**config.mk**
```make
export PLATFORM = sky130hd
export DESIGN_NAME = crc_32_parallel_check
export DESIGN_NICKNAME = d
export VERILOG_FILES = /design/src/rtl/crc32_pkg.sv /design/src/rtl/crc32_strip_line.sv /design/src/rtl/crc_32_parallel_check.sv
export SDC_FILE = /design/constraint.sdc
export NUM_CORES = 1
export LEC_CHECK = 0
export CORE_MARGIN = 10
export CORE_UTILIZATION = 55
export CTS_CLUSTER_DIAMETER = 50
export CTS_CLUSTER_SIZE = 12
export DETAILED_ROUTE_END_ITERATION = 6
export GPL_TIMING_DRIVEN = 0
export PLACE_DENSITY = 0.77
export SETUP_SLACK_MARGIN = 0.5
export SYNTH_ARGS = -nofsm -noshare
export SYNTH_HDL_FRONTEND = slang
export SYNTH_SLANG_ARGS = --single-unit
```
**constraint.sdc**
```tcl
create_clock -name clk -period 2.25 [get_ports clk]
set_input_delay 0.3375 -clock clk [delete_from_list [all_inputs] [get_ports clk]]
set_output_delay 0.3375 -clock clk [all_outputs]
set_load 0.1 [all_outputs]
```
**src/rtl/crc32_pkg.sv**
```systemverilog
// Shared CRC-32 definitions for the byte-wide generator/checker pair.
// Polynomial 0x04C11DB7, zero init, no final XOR; MSB of the register leaves first.
package crc32_pkg;

    typedef enum logic [1:0] {
        IDLE = 2'd0,
        RECV = 2'd1,
        DONE = 2'd2
    } state_t;

    localparam logic [31:0] CRC32_POLY = 32'h04C11DB7;
    localparam int          MIN_FRAME  = 5;

    // Byte-parallel next state: unrolls to the D8 XOR equations, d[i] meets crc[24+i].
    function automatic logic [31:0] crc32_d8_next(input logic [31:0] crc, input logic [7:0] d);
        logic [31:0] c;
        c = crc;
        for (int i = 7; i >= 0; i--) begin
            if (c[31] ^ d[i]) begin
                c = {c[30:0], 1'b0} ^ CRC32_POLY;
            end else begin
                c = {c[30:0], 1'b0};
            end
        end
        return c;
    endfunction

endpackage

```
**src/rtl/crc32_strip_line.sv**
```systemverilog
// Four-deep byte delay line that holds back the trailing CRC bytes of a frame.
// Once full, every push pops the oldest byte so only payload ever leaves.
module crc32_strip_line (
    input  logic       clk,
    input  logic       rst_n,
    input  logic       i_push,
    input  logic       i_clear,
    input  logic [7:0] i_data,
    output logic       o_pop,
    output logic [7:0] o_data
);

    logic [7:0] r_line [4];
    logic [2:0] r_fill;
    logic       w_full;

    assign w_full = (r_fill == 3'd4);
    assign o_pop  = i_push & w_full;
    assign o_data = r_line[0];

    always_ff @(posedge clk or negedge rst_n) begin
        if (!rst_n) begin
            r_fill <= 3'd0;
            for (int i = 0; i < 4; i++) begin
                r_line[i] <= 8'h00;
            end
        end else if (i_clear) begin
            r_fill <= 3'd0;
        end else if (i_push) begin
            if (w_full) begin
                r_line[0] <= r_line[1];
                r_line[1] <= r_line[2];
                r_line[2] <= r_line[3];
                r_line[3] <= i_data;
            end else begin
                r_line[r_fill[1:0]] <= i_data;
                r_fill              <= r_fill + 3'd1;
            end
        end
    end

endmodule

```
**src/rtl/crc_32_parallel_check.sv**
```systemverilog
// CRC-32 receive checker: runs payload+CRC bytes through the D8 update, expects a
// zero residue, strips the 4 CRC bytes and reports one status per frame.
module crc_32_parallel_check
    import crc32_pkg::*;
#(
    parameter int CNT_W = 16
) (
    input  logic       clk,
    input  logic       rst_n,
    input  logic       i_valid,
    input  logic       i_last,
    input  logic [7:0] i_data,
    output logic       o_ready,
    output logic       o_valid,
    output logic [7:0] o_data,
    output logic       o_last,
    output logic       o_done,
    output logic       o_crc_ok,
    output logic       o_len_err,
    output logic       o_busy
);

    state_t            r_state;
    state_t            w_next_state;
    logic [31:0]       r_crc;
    logic [CNT_W-1:0]  r_count;
    logic              r_out_valid;
    logic [7:0]        r_out_data;
    logic              r_out_last;
    logic              r_crc_ok;
    logic              r_len_err;

    logic              w_accept;
    logic              w_clear;
    logic [31:0]       w_crc_next;
    logic [CNT_W-1:0]  w_count_next;
    logic              w_short;
    logic              w_pop;
    logic [7:0]        w_pop_data;

    assign w_accept     = i_valid & o_ready;
    assign w_clear      = (r_state == DONE);
    assign w_crc_next   = crc32_d8_next(r_crc, i_data);
    assign w_count_next = (r_count == {CNT_W{1'b1}}) ? r_count : r_count + CNT_W'(1);
    assign w_short      = (w_count_next < CNT_W'(MIN_FRAME));

    crc32_strip_line u_strip (
        .clk     (clk),
        .rst_n   (rst_n),
        .i_push  (w_accept),
        .i_clear (w_clear),
        .i_data  (i_data),
        .o_pop   (w_pop),
        .o_data  (w_pop_data)
    );

    always_ff @(posedge clk or negedge rst_n) begin
        if (!rst_n) begin
            r_state <= IDLE;
        end else begin
            r_state <= w_next_state;
        end
    end

    always_comb begin
        w_next_state = r_state;
        case (r_state)
            IDLE, RECV: begin
                if (w_accept) begin
                    w_next_state = i_last ? DONE : RECV;
                end
            end
            DONE:    w_next_state = IDLE;
            default: w_next_state = IDLE;
        endcase
    end

    always_comb begin
        o_ready = (r_state != DONE);
        o_busy  = (r_state != IDLE);
        o_done  = (r_state == DONE);
    end

    // Status is captured with the in_last byte so it appears together with done.
    always_ff @(posedge clk or negedge rst_n) begin
        if (!rst_n) begin
            r_crc       <= 32'h0;
            r_count     <= '0;
            r_out_valid <= 1'b0;
            r_out_data  <= 8'h00;
            r_out_last  <= 1'b0;
            r_crc_ok    <= 1'b0;
            r_len_err   <= 1'b0;
        end else begin
            r_out_valid <= w_pop;
            r_out_last  <= w_pop & i_last & ~w_short;
            if (w_pop) begin
                r_out_data <= w_pop_data;
            end
            if (w_clear) begin
                r_crc   <= 32'h0;
                r_count <= '0;
            end else if (w_accept) begin
                r_crc   <= w_crc_next;
                r_count <= w_count_next;
                if (i_last) begin
                    r_crc_ok  <= (w_crc_next == 32'h0) & ~w_short;
                    r_len_err <= w_short;
                end
            end
        end
    end

    assign o_valid   = r_out_valid;
    assign o_data    = r_out_data;
    assign o_last    = r_out_last;
    assign o_crc_ok  = r_crc_ok;
    assign o_len_err = r_len_err;

endmodule

```
==> flow_metrics.env <==
export IMPL_min_path_type="in2reg"
export IMPL_vias_per_cell=5.94
export IMPL_firstDrtPassIters=7
export IMPL_cp_end_kind="register"
export IMPL_ys_ff_latch=97
export IMPL_syn_area_per_cell_sq_um=10.2
export IMPL_critPathKind="reg2reg"
export IMPL_coreArea_sq_um=9770
export IMPL_violations="negative setup slack"
export IMPL_drive_above_1_share=0.362
export IMPL_holdPathEnd="u_strip.r_line[4]"
export IMPL_synth_top_area_frac=0.438
export IMPL_die_h_microns=120
export IMPL_rsz0062_at_grt="yes"
export IMPL_maxSlewViolCount=0
export IMPL_place_congestion=0.904
export IMPL_synth_warnings=0
export IMPL_antenna_found_initial=0
export IMPL_setup_viol_count_final=4
export IMPL_grt_pass1_vias=4617
export IMPL_hold_violations=0
export IMPL_required_ns=2.54
export IMPL_cts_clk_slew_worst_paths_ns=0.11
export IMPL_start_util=0.567
export IMPL_cap_violations=0
export IMPL_crit_arrival_ns=2.68
export IMPL_setup_tns_ns=-0.329
export IMPL_design_area_sq_um=7610
export IMPL_reg2reg_to="o_crc_ok"
export IMPL_diodes=0
export IMPL_seq_area_frac_synth=0.438
export IMPL_tightest_slew_ns=0.655
export IMPL_final_cell_mix="86 x dfrtp_1, 83 x nor2_1, 39 x buf_4, 34 x mux2i_1, 34 x a21oi_1"
export IMPL_synth_top_cell_by_area="dfrtp_1"
export IMPL_cts_root_buf="clkbuf_8"
export IMPL_slew_limit_headroom=0.563
export IMPL_fin_nets=668
export IMPL_ios=27
export IMPL_r2r_setup_slack_ns=-0.14
export IMPL_synth_cells=544
export IMPL_synthTopCellsByArea="dfrtp_1 44%, xnor2_1 6.6%, mux2i_1 6.3%, nor2_1 5.8%, xnor2_4 5.0%"
export IMPL_synth_cell_area_sq_um=5540
export IMPL_placed_cell_area_sq_um=6100
export IMPL_period_minus_slack_ns=2.39
export IMPL_start_kind="register"
export IMPL_clkLatencyLatePin_ns=0.39
export IMPL_final_common_cell="dfrtp_1"
export IMPL_hpwl_mm=9.04
export IMPL_io_buffers=26
export IMPL_num_vias=4681
export IMPL_dp_slack_ns=-0.835
export IMPL_grt_start_max_net_pins=59
export IMPL_synthFlopType="dfrtp_1"
export IMPL_reg2reg_from="r_crc[24]"
export IMPL_cts_buffers=9
export IMPL_num_rows=36
export IMPL_critPathMaxFanout=5
export IMPL_syn2layout_area_growth_pct=37.3
export IMPL_async_flop_share=1.00
export IMPL_worst_slack_ns=-0.137
export IMPL_cts_path_max_buffers=2
export IMPL_clock_sinks=97
export IMPL_overflow=0
export IMPL_max_freq_ghz=0.419
export IMPL_grt_pass1_wl_mm=24.3
export IMPL_worst_r2r_cell_count=9
export IMPL_cts_tree="built"
export IMPL_netlist_cell_type_count=50
export IMPL_hp_start="i_data[4]"
export IMPL_grtUsageTotal=0.209
export IMPL_whs_path_depth=2
export IMPL_wl_mm=16.4
export IMPL_first_iter_violations=464
export IMPL_routedWlPerCell_microns=20.9
export IMPL_clock_skew_ns=0.0114
export IMPL_die_area_sq_um=14500
export IMPL_die_w_microns=120
export IMPL_syn_num_nets=562
export IMPL_synth_edf_count=0
export IMPL_final_core_util=0.778
export IMPL_htreeDepth=3
export IMPL_antenna_left=0
export IMPL_status="finished, violations left"
export IMPL_drcViolationCount=0
export IMPL_finalCritPeriodShare=1.06
[kinds of logic after synthesis]
group | after synthesis | synth area share
adders and majority gates | 6 | 0.0135
AOI/OAI and AO/OA | 84 | 0.0942
muxes | 52 | 0.0978
and+or+nand+nor | 185 | 0.155
DFF | 97 | 0.438
buffers and inverters | 34 | 0.0233
xor gates and xnor gates | 86 | 0.178
[cell usage after synthesis (4+ instances only)]
library cell	number
nand2_1	28
and2_1	4
mux2i_1	35
o21ai_0	6
o22ai_1	16
a21oi_1	36
xnor2_2	5
a211oi_1	8
nor2_1	85
inv_1	5
xnor2_4	10
nor2b_1	5
and3_1	8
nor3_1	10
nand2b_1	5
nand4_1	11
ha_1	6
mux2_2	16
dfrtp_1	97
nand3_1	15
xnor2_1	42
clkbuf_1	23
xor2_1	28
[per-layer routing]
metal | up-vias | global-route usage | wire [microns]
li1 | 2086 | - | -
met1 | 2313 | 0.247 | 6440
met2 | 215 | 0.357 | 8240
met3 | 67 | 0.0428 | 899
met4 | 0 | 0.0973 | 862
met5 | - | 0 | 0
[stage by stage]
stage	hold WS [ns]	instances
2_1_floorplan	0.0419	544
3_3_place_gp	0.487	703
3_5_place_dp	0.359	704
4_1_cts	0.484	766
5_1_grt	0.454	788
6_report	0.440	788
[critical path, cell delays in order, from the launching register on]
cell and delay [ns]:
dfrtp_1 0.46, xnor2_4 0.19, buf_12 0.15, xnor2_4 0.35, buf_12 0.18, ha_4 0.13
o2111ai_1 0.12, nor3_2 0.26, nand4_1 0.14, o41ai_2 0.32
[worst max-delay path by stage]
stage | from | end | cells past startpoint
finish | r_crc[24] | o_crc_ok | 9
global route | r_crc[24] | o_crc_ok | 9
CTS | r_count[1] | o_last | 10
detailed placement | i_data[1] | o_crc_ok | 9
global placement | rst_n | r_count[0] | 1
floorplan | r_count[3] | o_crc_ok | 8
[final cells by class]
cell class,instances,area [sq um]
Multi-Input combinational cell,413,3580
Sequential cell,97,2440
Fill cell,603,2170
Timing Repair Buffer,95,988
Buffer,27,183
Tap cell,133,166
Clock buffer,9,124
Clock inverter,7,87.6
Inverter,7,32.5
[state kept, by name (all words and copies together), names as in the netlist]
signal,cells
r_crc,32
u_strip.r_line,24
r_count,16
o_data,8
u_strip.o_data,8
u_strip.r_fill,3
r_state,2
o_crc_ok,1
o_last,1
o_len_err,1
o_valid,1
[what timing repair did]
| action | in CTS | in global routing |
|---|---|---|
| endpoints found under the hold margin | 39 | 0 |
| pin swaps | 31 | 16 |
| hold buffers | 1 | 0 |
| buffers inserted | 44 | 22 |
| setup endpoints to repair | 101 | 72 |
| gates cloned | 1 | 0 |
| resized for setup | 136 | 77 |
Power is not shown: default switching activity piles up to over one toggle a cycle in this logic, so the estimate is an artifact.
